**src/rtl/sram_ctrl_pkg.sv**
```systemverilog
// Shared widths, depth limits and sizing helpers for the SRAM request controller.
package sram_ctrl_pkg;

   localparam int unsigned ADDR_WIDTH_DEF = 16;
   localparam int unsigned DATA_WIDTH_DEF = 16;
   localparam int unsigned RSP_DEPTH_DEF  = 3;
   // Two reads can be in flight while the head waits to be popped.
   localparam int unsigned RSP_DEPTH_MIN  = 3;
   localparam int unsigned CNT_WIDTH      = 32;

   // Bits needed to hold an occupancy of 0..depth inclusive.
   function automatic int unsigned occ_width(input int unsigned depth);
      return $clog2(depth + 1);
   endfunction

   // Bits needed to index depth entries (at least one bit).
   function automatic int unsigned ptr_width(input int unsigned depth);
      return (depth > 1) ? $clog2(depth) : 1;
   endfunction

endpackage

```
**src/rtl/sram_rsp_fifo.sv**
```systemverilog
// Response FIFO for SRAM read data; depth need not be a power of two.
module sram_rsp_fifo
   import sram_ctrl_pkg::*;
#(
   parameter int unsigned DATA_WIDTH = DATA_WIDTH_DEF,
   parameter int unsigned DEPTH      = RSP_DEPTH_DEF,
   localparam int unsigned OCC_W     = occ_width(DEPTH)
) (
   input  logic                  clk,
   input  logic                  rst_n,
   input  logic                  push_i,
   input  logic                  pop_i,
   input  logic [DATA_WIDTH-1:0] wdata_i,
   output logic [DATA_WIDTH-1:0] rdata_o,
   output logic                  full_o,
   output logic                  empty_o,
   output logic [OCC_W-1:0]      occ_o
);

   localparam int unsigned PTR_W = ptr_width(DEPTH);

   logic [DATA_WIDTH-1:0] mem_q [DEPTH];
   logic [PTR_W-1:0]      wr_ptr_q, wr_ptr_d;
   logic [PTR_W-1:0]      rd_ptr_q, rd_ptr_d;
   logic [OCC_W-1:0]      occ_q, occ_d;

   function automatic logic [PTR_W-1:0] ptr_inc(input logic [PTR_W-1:0] p);
      return (p == PTR_W'(DEPTH - 1)) ? '0 : p + PTR_W'(1);
   endfunction

   always_comb begin
      wr_ptr_d = wr_ptr_q;
      rd_ptr_d = rd_ptr_q;
      occ_d    = occ_q;
      if (push_i) wr_ptr_d = ptr_inc(wr_ptr_q);
      if (pop_i)  rd_ptr_d = ptr_inc(rd_ptr_q);
      unique case ({push_i, pop_i})
         2'b10:   occ_d = occ_q + OCC_W'(1);
         2'b01:   occ_d = occ_q - OCC_W'(1);
         default: occ_d = occ_q;
      endcase
   end

   always_ff @(posedge clk or negedge rst_n) begin
      if (!rst_n) begin
         wr_ptr_q <= '0;
         rd_ptr_q <= '0;
         occ_q    <= '0;
      end else begin
         wr_ptr_q <= wr_ptr_d;
         rd_ptr_q <= rd_ptr_d;
         occ_q    <= occ_d;
      end
   end

   // Data storage carries no reset; occupancy alone decides validity.
   always_ff @(posedge clk) begin
      if (push_i) mem_q[wr_ptr_q] <= wdata_i;
   end

   assign rdata_o = mem_q[rd_ptr_q];
   assign full_o  = (occ_q == OCC_W'(DEPTH));
   assign empty_o = (occ_q == '0);
   assign occ_o   = occ_q;

   a_no_pop_empty: assert property (@(posedge clk) disable iff (!rst_n) pop_i |-> !empty_o);

endmodule

```
**src/rtl/sram_req_ctrl.sv**
```systemverilog
// Valid/ready front end for a registered-read single-port SRAM with a credit-
// managed response FIFO so the read consumer may stall without losing data.
module sram_req_ctrl
   import sram_ctrl_pkg::*;
#(
   parameter int unsigned ADDR_WIDTH = ADDR_WIDTH_DEF,
   parameter int unsigned DATA_WIDTH = DATA_WIDTH_DEF,
   parameter int unsigned RSP_DEPTH  = RSP_DEPTH_DEF
) (
   input  logic                  CLK,
   input  logic                  RST_N,
   input  logic                  req_valid,
   output logic                  req_ready,
   input  logic                  req_we,
   input  logic [ADDR_WIDTH-1:0] req_addr,
   input  logic [DATA_WIDTH-1:0] req_wdata,
   output logic                  rsp_valid,
   input  logic                  rsp_ready,
   output logic [DATA_WIDTH-1:0] rsp_rdata,
   output logic                  sram_en,
   output logic                  sram_we,
   output logic [ADDR_WIDTH-1:0] sram_a,
   output logic [DATA_WIDTH-1:0] sram_di,
   input  logic [DATA_WIDTH-1:0] sram_do,
   output logic [CNT_WIDTH-1:0]  rd_cnt,
   output logic [CNT_WIDTH-1:0]  wr_cnt
);

   localparam int unsigned OCC_W = occ_width(RSP_DEPTH);
   localparam int unsigned CRD_W = OCC_W + 1;

   if (RSP_DEPTH < RSP_DEPTH_MIN) begin : g_bad_depth
      $error("sram_req_ctrl: RSP_DEPTH must be at least 3");
   end

   logic                 rd_pend_q, rd_pend_d;
   logic [CNT_WIDTH-1:0] rd_cnt_q, rd_cnt_d;
   logic [CNT_WIDTH-1:0] wr_cnt_q, wr_cnt_d;
   logic [OCC_W-1:0]     occ;
   logic [CRD_W-1:0]     in_flight;
   logic                 accept;
   logic                 fifo_push;
   logic                 fifo_pop;
   logic                 fifo_full;
   logic                 fifo_empty;

   // Credit: every accepted read owns a FIFO slot until it is popped.
   assign in_flight = CRD_W'(occ) + CRD_W'(rd_pend_q);
   assign req_ready = RST_N & (in_flight < CRD_W'(RSP_DEPTH));
   assign accept    = req_valid & req_ready;

   // Straight pass-through; the macro registers its own inputs.
   assign sram_en   = accept;
   assign sram_we   = req_we;
   assign sram_a    = req_addr;
   assign sram_di   = req_wdata;

   assign fifo_push = rd_pend_q;
   assign fifo_pop  = rsp_valid & rsp_ready;
   assign rsp_valid = ~fifo_empty;

   always_comb begin
      rd_pend_d = accept & ~req_we;
      rd_cnt_d  = rd_cnt_q;
      wr_cnt_d  = wr_cnt_q;
      if (accept & ~req_we) rd_cnt_d = rd_cnt_q + CNT_WIDTH'(1);
      if (accept &  req_we) wr_cnt_d = wr_cnt_q + CNT_WIDTH'(1);
   end

   always_ff @(posedge CLK or negedge RST_N) begin
      if (!RST_N) begin
         rd_pend_q <= 1'b0;
         rd_cnt_q  <= '0;
         wr_cnt_q  <= '0;
      end else begin
         rd_pend_q <= rd_pend_d;
         rd_cnt_q  <= rd_cnt_d;
         wr_cnt_q  <= wr_cnt_d;
      end
   end

   assign rd_cnt = rd_cnt_q;
   assign wr_cnt = wr_cnt_q;

   sram_rsp_fifo #(
      .DATA_WIDTH (DATA_WIDTH),
      .DEPTH      (RSP_DEPTH)
   ) u_rsp_fifo (
      .clk     (CLK),
      .rst_n   (RST_N),
      .push_i  (fifo_push),
      .pop_i   (fifo_pop),
      .wdata_i (sram_do),
      .rdata_o (rsp_rdata),
      .full_o  (fifo_full),
      .empty_o (fifo_empty),
      .occ_o   (occ)
   );

   a_no_push_full: assert property (@(posedge CLK) disable iff (!RST_N) fifo_push |-> !fifo_full);

endmodule

```
**config.mk**
```make
export PLATFORM = sky130hd
export DESIGN_NAME = sram_req_ctrl
export DESIGN_NICKNAME = d
export VERILOG_FILES = /design/src/rtl/sram_ctrl_pkg.sv /design/src/rtl/sram_rsp_fifo.sv /design/src/rtl/sram_req_ctrl.sv
export SDC_FILE = /design/constraint.sdc
export NUM_CORES = 1
export LEC_CHECK = 0
export ABC_CLOCK_PERIOD_IN_PS = 2760
export BUFFER_PORTS_ARGS = -buffer_cell sky130_fd_sc_hd__buf_2
export CORE_ASPECT_RATIO = 2
export CORE_MARGIN = 2
export CORE_UTILIZATION = 51
export DETAILED_ROUTE_END_ITERATION = 12
export PLACE_DENSITY = 0.8
export SLEW_MARGIN = 5
export SYNTH_ARGS = -nofsm -noshare
export SYNTH_HDL_FRONTEND = slang
export SYNTH_SLANG_ARGS = --single-unit
```
**constraint.sdc**
```tcl
create_clock -name CLK -period 2.76 [get_ports CLK]
set_input_delay 0.138 -clock CLK [delete_from_list [all_inputs] [get_ports CLK]]
set_output_delay 0.138 -clock CLK [all_outputs]
set_load 0.02 [all_outputs]
```
==> results of run 1 <==
## cells in the mapped netlist
library cell  instances
o21ai_0              17
buf_6                 3
nand2b_1              2
nor3b_1               2
buf_2                 3
mux2_2                1
and4_1                7
inv_1                 7
xnor2_1              30
nor4_1               12
edfxtp_1             48
xor2_1               35
or4_1                 1
and2_0                1
and2_1                4
nor4_4                2
or3_1                 2
nor3_1               22
and2b_1               1
clkbuf_1              6
buf_1                 1
a21o_1                3
nor4_2                2
and3_1                8
dfrtp_1              71
or2_2                 2
ha_1                  5
nand3_1              21
nand2_1              42
or4_4                 1
nor2_1               12
mux2i_1              16
nand4_1              32
buf_4                33
## placed cells by master, fill, tap and decap left out, drive strengths merged, types with 5 or more instances in the layout
cell           n
buf          112
dfrtp         71
edfxtp        48
nand2         42
xor2          35
nand4         32
xnor2         30
nor3          22
nand3         21
clkbuf        18
o21ai         17
mux2i         16
dlygate4sd3   16
nor4          16
nor2          12
and3           8
inv            8
and4           7
clkinv         6
ha             5
and2           5
## state kept, by name, indices dropped and copies added, names as in the netlist
register	cells
fifo_push	1
u_rsp_fifo.occ_o	2
u_rsp_fifo.rd_ptr_q	2
wr_cnt	32
u_rsp_fifo.wr_ptr_q	2
u_rsp_fifo.mem_q	48
rd_cnt	32
## cell type report
type                       count  area [µm²]  area share, %
sequential                   119        3220           48.2
multi-input combinational    283        1910           28.6
timing repair buffer         128         741           11.1
clock buffer                  18         429           6.42
clock inverter                14         181           2.72
tap                          137         171           2.57
inverter                       7        26.3          0.393
## power by group through the flow
stage | Combinational [mW] | Sequential, mW | Clock [mW]
after floorplan | 0.799 | 2.26 | 0
after global placement | 1.06 | 2.31 | 0
after detailed placement | 1.09 | 2.33 | 0
after CTS | 1.11 | 2.30 | 2.28
after global routing | 1.20 | 2.34 | 2.35
final | 1.11 | 2.30 | 2.25
## layer usage
layer	vias to the layer above	part of all wire (%)	wire length, µm
met5	-	0	0
met2	161	54	6640
met4	0	1.9	229
met1	1917	37	4510
li1	1804	-	-
met3	27	6.9	841
## how the worst max path moves through the flow
| stage | end | depth (start not counted) |
|---|---|---|
| final | rd_cnt[24]$_DFFE_PN0P_ | 6 |
| after global routing | rd_cnt[31]$_DFFE_PN0P_ | 6 |
| after CTS | rd_cnt[24]$_DFFE_PN0P_ | 6 |
| after detailed placement | rd_cnt[24]$_DFFE_PN0P_ | 6 |
| after global placement | rd_cnt[5]$_DFFE_PN0P_ | 6 |
| after floorplan | rd_cnt[25]$_DFFE_PN0P_ | 7 |
## through the flow
stage / setup slack, ns / hold WS, ns / area [µm²]
CTS: 0.165 / 0.0616 / 6680
detailed placement: 0.161 / 0.276 / 5900
global route: 0.195 / 0.101 / 6680
finish: 0.310 / 0.0267 / 6680
floorplan: 0.526 / -0.158 / 5460
global placement: 0.269 / 0.276 / 5900
## cells by family after synthesis
kind of cell / count (synthesis) / synth area share [%]
AOI/OAI and AO/OA: 20 / 1.97
buffers and inverters: 53 / 6.39
xor gates and xnor gates: 65 / 10.4
muxes: 17 / 3.14
adders and majority gates: 5 / 1.15
and+or+nand+nor: 176 / 18.0
DFF: 119 / 58.9
## what timing repair did
action,in CTS,in global routing
hold buffers,16,0
endpoints found under the hold margin,48,0
setup endpoints to repair,0,1
gates resized for setup,0,1
==> results.yml, run 1 <==
status:
  status: "finished clean"
placement:
  place.gp.congestion: 0.835
  port-buffer-count: 104
  hpwl_um: 8440
  place_inst: 658
min_path:
  hold_path_class: "in2async"
floorplanning:
  ios: 169
  rows: 53
  initial_utilization_pct: 52.1
  dieArea_mm2: 0.0116
  core-area_mm2: 0.0105
  die_w_um: 77.2
  die_y_um: 150
routing:
  drc: 0
  routed_wl_um: 12200
  first_pass_iters: 5
  drt_iter0_markers: 216
  routedWlPerCell_um: 17.3
  vias_per_cell: 5.54
  ant_nets: 0
  via_count: 3909
clock_tree:
  cts.sinks: 119
  cts.clk_slew.worst_paths_ns: 0.05
  cts_setup_buffers: 0
  h-tree-depth: 4
  clkLatencyLatePin_ns: 0.41
  cts_tree: "built"
  clockRootBuffer: "clkbuf_16"
  cts_buffer_depth: 2
  cts_buffers: 17
power:
  p_comb_share_pct: 19.6
  swShare_pct: 30.3
  power.switching_mw: 1.71
  power_mw: 5.66
  seqPwrFrac_pct: 40.6
  p_leak_nw: 3.03
  p_clk_share_pct: 39.7
  ir_drop_mv: 0.558
  p_per_area_mw_per_mm2: 848
  p_int_mw: 3.95
worst_setup_path:
  crit_type: "reg2reg"
  worstPathArrival_ns: 2.77
  path_max_fanout: 17
  reg2reg_depth: 6
  path_cells: "ha_1 > ha_1 > and2_0 > or3_4 > nor4_1 > xor2_1"
  startpoint_type: "flip-flop"
  crit_slowest_cell: "or3_4"
  reg2reg_setup_slack_ns: 0.31
  critPathBufInv: 0
  critPathMostFrequentCell: "ha_1"
  crit-reg2reg-launch: "u_rsp_fifo.occ_o[0]$_DFFE_PN0P_"
  cp_slowest_stage_delay_ns: 0.51
  setup.worst_path.start: "u_rsp_fifo.occ_o[0]$_DFFE_PN0P_"
  critPathRequiredTime_ns: 3.08
  cp-end-kind: "flip-flop"
  r2r_end: "rd_cnt[24]$_DFFE_PN0P_"
  crit_family: "simple AND/OR/NAND/NOR gates"
flow_run:
  cap_viol_max_count: 0
grt:
  grt_pass1_vias: 4016
  grt-ovfl-total: 0
  grt.total_usage_pct: 22.1
  grt_max_degree: 72
  antenna_found_initial: 0
  grt_util_met1_pct: 23.7
  top_usage_layer: "met2"
  grt_util_met2_pct: 39.7
  grt_pass1_wl_um: 19700
  met3_usage_pct: 6.35
sta:
  post-route-min-period_ns: 2.45
  fin_setup_tns_ns: 0
  setup_violations: 0
  max_freq_mhz: 408
  drv_slew: 0
  rsz0062_at_grt: "no"
  maxSlewHeadroom_pct: 34.2
  finalHoldViolCount: 0
  worst_pin_slew_ns: 0.986
  finalCritPeriodShare_pct: 88.8
  skew_ns: 0.00840
synth:
  synth_area_leader_cell: "dfrtp_1"
  syn-cell-area_mm2: 0.00546
  synth-warning-count: 0
  avgSynthCellArea_um2: 12.0
  syn_nets: 513
  ys_seq_area_share_pct: 58.9
  synthTopCellsByArea: "dfrtp_1 33%, edfxtp_1 26%, xor2_1 5.6%, xnor2_1 4.8%, buf_4 4.5%"
  synth_top_cell_area_share_pct: 32.5
  ys_ff_latch: 119
  ys_types: 34
  synth_cells: 455
layout:
  nFillCells: 801
  area_growth_pct: 22.3
  diodes: 0
  nNetsFinal: 614
  drive_gt1_share_pct: 26.7
  finalCoreUtilization_pct: 63.8
  instances_no_fill: 706
Note: power is estimated with default switching activity, not from simulation.
==> inputs of run 2 (changes only) <==
==> constraint.sdc (replaced) <==
create_clock -name CLK -period 2.76 [get_ports CLK]
set_input_delay 0.552 -clock CLK [delete_from_list [all_inputs] [get_ports CLK]]
set_output_delay 0.552 -clock CLK [all_outputs]
set_load 0.02 [all_outputs]
==> results.yml, run 2 (synthesized netlist as in run 1, its figures left out) <==
placement:
  port-buffer-count: 104
  placed_area_mm2: 0.00590
  place.gp.congestion: 0.826
  hpwl_um: 8360
power:
  ir_drop_mv: 0.499
  p_per_area_mw_per_mm2: 856
  p_leak_nw: 2.96
sta:
  post-route-min-period_ns: 2.57
  maxSlewHeadroom_pct: 33.6
  drv_slew: 0
  finalCritPeriodShare_pct: 93.3
  worst_pin_slew_ns: 0.995
  skew_ns: 0.00837
  finalHoldViolCount: 0
  rsz0062_at_grt: "no"
  max_freq_mhz: 389
  fin_setup_tns_ns: 0
  setup_violations: 0
worst_setup_path:
  crit_slowest_cell: "dfrtp_1"
  crit_type: "reg2out"
  critPathRequiredTime_ns: 2.21
  startpoint_type: "flip-flop"
  worstPathArrival_ns: 2.02
  critPathBufInv: 1
  cp-end-kind: "primary output"
  path_cells: "mux2i_1 > o21ai_0 > buf_2"
  cp_slowest_stage_delay_ns: 1.00
  path_max_fanout: 19
  reg2reg_setup_slack_ns: 0.21
  r2r_end: "rd_cnt[5]$_DFFE_PN0P_"
  crit-reg2reg-launch: "u_rsp_fifo.occ_o[0]$_DFFE_PN0P_"
  crit_family: "flip-flops"
  reg2reg_depth: 6
layout:
  finalCoreUtilization_pct: 62.0
  top_register: "u_rsp_fifo.mem_q"
  final_area_mm2: 0.00650
  diodes: 0
  final_common_cell: "buf_2"
  drive_gt1_share_pct: 28.0
  final_cell_mix: "104 x buf_2, 71 x dfrtp_1, 48 x edfxtp_1"
  nNetsFinal: 598
  largest_reg_flops: 48
  area_growth_pct: 19.0
routing:
  first_pass_iters: 4
  via_count: 3782
  routedWlPerCell_um: 17.0
  routed_wl_um: 11700
  drc: 0
  vias_per_cell: 5.48
  drt_iter0_markers: 206
  ant_nets: 0
min_path:
  hold_path_class: "in2reg"
  whs_endpoint: "u_rsp_fifo.mem_q[0][7]$_DFFE_PP_"
  min_from: "sram_do[7]"
  hold_depth: 1
floorplanning:
  die_w_um: 77.2
  core-area_mm2: 0.0105
  dieArea_mm2: 0.0116
  rows: 53
  ios: 169
  die_y_um: 150
  initial_utilization_pct: 52.1
clock_tree:
  cts.clk_slew.worst_paths_ns: 0.06
  clockRootBuffer: "clkbuf_16"
  cts_tree: "built"
  cts_buffer_depth: 2
  cts_hold_buf: 0
  cts_buffers: 17
  clkLatencyLatePin_ns: 0.41
  h-tree-depth: 4
  post_cts_resized: 0
  cts.sinks: 119
  cts_setup_buffers: 0
status:
  status: "finished clean"
grt:
  grt_pass1_wl_um: 19000
  grt-ovfl-total: 0
  grt_pass1_vias: 3928
  antenna_found_initial: 0
  grt_max_degree: 72
  grt.total_usage_pct: 21.2
flow_run:
  cap_viol_max_count: 0
-- run 2: worst max-delay path by stage --
| stage | start | end | depth (start not counted) |
|---|---|---|---|
| floorplan | u_rsp_fifo.occ_o[0]$_DFFE_PN0P_ | rd_cnt[25]$_DFFE_PN0P_ | 7 |
| global placement | u_rsp_fifo.occ_o[0]$_DFFE_PN0P_ | rd_cnt[5]$_DFFE_PN0P_ | 6 |
| detailed placement | u_rsp_fifo.occ_o[0]$_DFFE_PN0P_ | rd_cnt[5]$_DFFE_PN0P_ | 6 |
| CTS | u_rsp_fifo.rd_ptr_q[0]$_DFFE_PN0P_ | rsp_rdata[9] | 3 |
| global route | u_rsp_fifo.occ_o[0]$_DFFE_PN0P_ | rd_cnt[24]$_DFFE_PN0P_ | 6 |
| finish | u_rsp_fifo.rd_ptr_q[0]$_DFFE_PN0P_ | rsp_rdata[9] | 3 |
-- run 2: metal layers --
| layer | track usage [%] | up-vias | wire length (µm) |
|---|---|---|---|
| met4 | 11.4 | 0 | 402 |
| li1 | - | 1768 | - |
| met5 | 0 | - | 0 |
| met2 | 37.3 | 150 | 6180 |
| met1 | 22.3 | 1827 | 4370 |
| met3 | 7.01 | 37 | 746 |
-- run 2: power by group --
group	switching [mW]	leakage, nW	total (mW)	internal [mW]
Combinational	0.654	1.29	1.08	0.428
Clock	0.839	0.282	2.18	1.35
Sequential	0.286	1.38	2.29	2.01
Total	1.78	2.96	5.56	3.78
-- run 2: through the flow --
step           power (mW)  worst slack (ns)  cells  hold WS, ns
2_1_floorplan        3.06             0.526    455        0.256
3_3_place_gp         3.37             0.263    658        0.458
3_5_place_dp         3.41             0.216    658        0.451
4_1_cts              5.60             0.163    690        0.327
5_1_grt              5.78           0.00536    690        0.338
6_report             5.56             0.186    690        0.343
-- run 2: cell type report --
type	count	area (µm²)
Clock buffer	17	425
Clock inverter	15	166
Fill cell	851	3980
Inverter	7	26.3
Multi-Input combinational cell	283	1910
Sequential cell	119	3220
Tap cell	137	171
Timing Repair Buffer	112	581
==> inputs of run 3 (changes only) <==
--- a/config.mk
+++ b/config.mk
@@ -5,13 +5,15 @@
 export SDC_FILE = /design/constraint.sdc
 export NUM_CORES = 1
 export LEC_CHECK = 0
+export ABC_AREA = 1
 export ABC_CLOCK_PERIOD_IN_PS = 2760
 export BUFFER_PORTS_ARGS = -buffer_cell sky130_fd_sc_hd__buf_2
 export CORE_ASPECT_RATIO = 2
 export CORE_MARGIN = 2
-export CORE_UTILIZATION = 51
+export CORE_UTILIZATION = 52
 export DETAILED_ROUTE_END_ITERATION = 12
 export PLACE_DENSITY = 0.8
+export SETUP_SLACK_MARGIN = 0.5
 export SLEW_MARGIN = 5
 export SYNTH_ARGS = -nofsm -noshare
 export SYNTH_HDL_FRONTEND = slang
==> results.yml, run 3 <==
layout:
  diodes: 0
  final_cell_mix: "197 x nand2_1, 103 x buf_2, 71 x dfrtp_1"
  largest_reg_flops: 48
  nNetsFinal: 784
  top_register: "u_rsp_fifo.mem_q"
  finalCoreUtilization_pct: 64.3
  instances_no_fill: 879
  final_common_cell: "nand2_1"
  drive_gt1_share_pct: 23.7
  nFillCells: 900
  area_growth_pct: 20.7
power:
  ir_drop_mv: 0.466
  p_per_area_mw_per_mm2: 806
  power_mw: 5.64
  p_leak_nw: 3.20
grt:
  grt_max_degree: 72
  grt-ovfl-total: 0
  antenna_found_initial: 0
  grt_pass1_vias: 4593
  grt.total_usage_pct: 23.2
  grt_pass1_wl_um: 21400
placement:
  place_inst: 839
  place.gp.congestion: 0.920
  hpwl_um: 9840
  port-buffer-count: 104
min_path:
  min_from: "sram_do[2]"
  hold_depth: 1
  hold_path_class: "in2reg"
routing:
  routed_wl_um: 13200
  drc: 0
  first_pass_iters: 4
  vias_per_cell: 5.11
  ant_nets: 0
  drt_iter0_markers: 222
  routedWlPerCell_um: 15.1
  via_count: 4494
synth:
  ys_async_sr_fraction_pct: 59.7
  synth_top_cell_area_share_pct: 30.7
  ys_types: 31
  synth_cells: 628
  syn_nets: 686
  ys.flop_type: "dfrtp_1"
  ys_ff_latch: 119
  ys_seq_area_share_pct: 55.5
  yosysMostFrequentCell: "nand2_1"
  synth-warning-count: 0
  synth_edf_count: 48
  syn-cell-area_mm2: 0.00579
  synth_commonest_cells: "198 x nand2_1, 71 x dfrtp_1, 70 x nor2_1"
  avgSynthCellArea_um2: 9.23
  synth_area_leader_cell: "dfrtp_1"
  synthTopCellsByArea: "dfrtp_1 31%, edfxtp_1 25%, nand2_1 13%, nor2_1 4.5%, xnor2_1 4.4%"
status:
  status: "finished clean"
sta:
  rsz0062_at_grt: "yes"
  skew_ns: 0.00912
  finalHoldViolCount: 0
  worst_pin_slew_ns: 0.919
  maxSlewHeadroom_pct: 38.7
  fin_setup_tns_ns: 0
  drv_slew: 0
  max_freq_mhz: 454
  finalCritPeriodShare_pct: 79.8
  holdWs_ns: 0.348
  setup_violations: 0
  post-route-min-period_ns: 2.20
worst_setup_path:
  cp-end-kind: "primary output"
  path_cells: "ha_2 > ha_4 > nand2_4 > nor3b_4 > buf_6"
  critPathRequiredTime_ns: 2.21
  crit-reg2reg-launch: "fifo_push$_DFF_PN0_"
  crit_type: "reg2out"
  reg2reg_depth: 10
  startpoint_type: "flip-flop"
  worstPathArrival_ns: 1.65
  cp_slowest_stage_delay_ns: 0.40
  crit_slowest_cell: "dfrtp_1"
  setup.worst_path.start: "fifo_push$_DFF_PN0_"
  path_max_fanout: 4
clock_tree:
  clkLatencyLatePin_ns: 0.41
  cts.sinks: 119
  cts_buffers: 17
  cts_hold_buf: 0
  clockRootBuffer: "clkbuf_16"
  cts_buffer_depth: 2
  cts_tree: "built"
  cts.clk_slew.worst_paths_ns: 0.06
  h-tree-depth: 4
floorplanning:
  initial_utilization_pct: 53.3
  rows: 54
  die_y_um: 153
  core-area_mm2: 0.0109
  ios: 169
  die_w_um: 78.6
  dieArea_mm2: 0.0121
flow_run:
  cap_viol_max_count: 0
## run 3: through the flow
stage          area, µm²  setup WS [ns]
2_1_floorplan       5790          0.601
3_3_place_gp        6260          0.512
3_5_place_dp        6260          0.446
4_1_cts             6950          0.479
5_1_grt             6990          0.484
6_report            6990          0.557
## run 3: path summary, 6_finish.rpt
check,slack [ns],end
worst max-delay path,0.56,req_ready
worst min-delay path,0.35,u_rsp_fifo.mem_q[2][2]$_DFFE_PP_
worst max register to register,0.76,wr_cnt[24]$_DFFE_PN0P_
worst min register to register,0.50,rd_cnt[31]$_DFFE_PN0P_
max in group asynchronous,1.73,wr_cnt[18]$_DFFE_PN0P_
min in group asynchronous,0.43,wr_cnt[3]$_DFFE_PN0P_
## run 3: repair_timing
item,in CTS,in global routing
pin swaps,2,0
cloned,0,1
setup buffers,5,2
gates resized for setup,11,7
hold endpoints to repair,0,0
endpoints found under the setup margin,26,26
## run 3: metal layers
metal	vias up	part of all wire, %	GRT usage [%]	wire (µm)
li1	2171	-	-	-
met1	2124	34	21.6	4490
met2	156	58	43.5	7620
met3	43	5.4	6.73	711
met4	0	3.1	12.5	417
met5	-	0	0	0
## run 3: layout make-up
type | instances | area (µm²) | share of cell area, %
clock buffer | 18 | 429 | 6.14
clock inverter | 14 | 176 | 2.52
inverter | 55 | 206 | 2.95
multi-input combinational | 414 | 2140 | 30.6
sequential | 119 | 3220 | 46.0
tap | 140 | 175 | 2.50
timing repair buffer | 119 | 651 | 9.30
## run 3: power breakdown
| group | switching, mW | internal, mW |
|---|---|---|
| registers | 0.129 | 1.99 |
| clock network | 0.799 | 1.42 |
| logic | 0.807 | 0.487 |
| total | 1.74 | 3.90 |
## run 3: critical path, delay by kind of cell, from the launching register on
kind | cells | cell delay [ns]
adder cells (fa/ha/maj) | 2 | 0.42
flip-flops | 1 | 0.40
AND/OR/NAND/NOR | 2 | 0.29
buffers and inverters | 1 | 0.15
## run 3: cell families after synthesis
| kind of cell | Yosys count | synth area share, % |
|---|---|---|
| flip-flops | 119 | 55.5 |
| XOR/XNOR | 46 | 6.95 |
| buffers and inverters | 95 | 8.75 |
| AO/OA/AOI/OAI | 6 | 0.604 |
| AND/OR/NAND/NOR | 357 | 27.1 |
| adder cells (fa/ha/maj) | 5 | 1.08 |
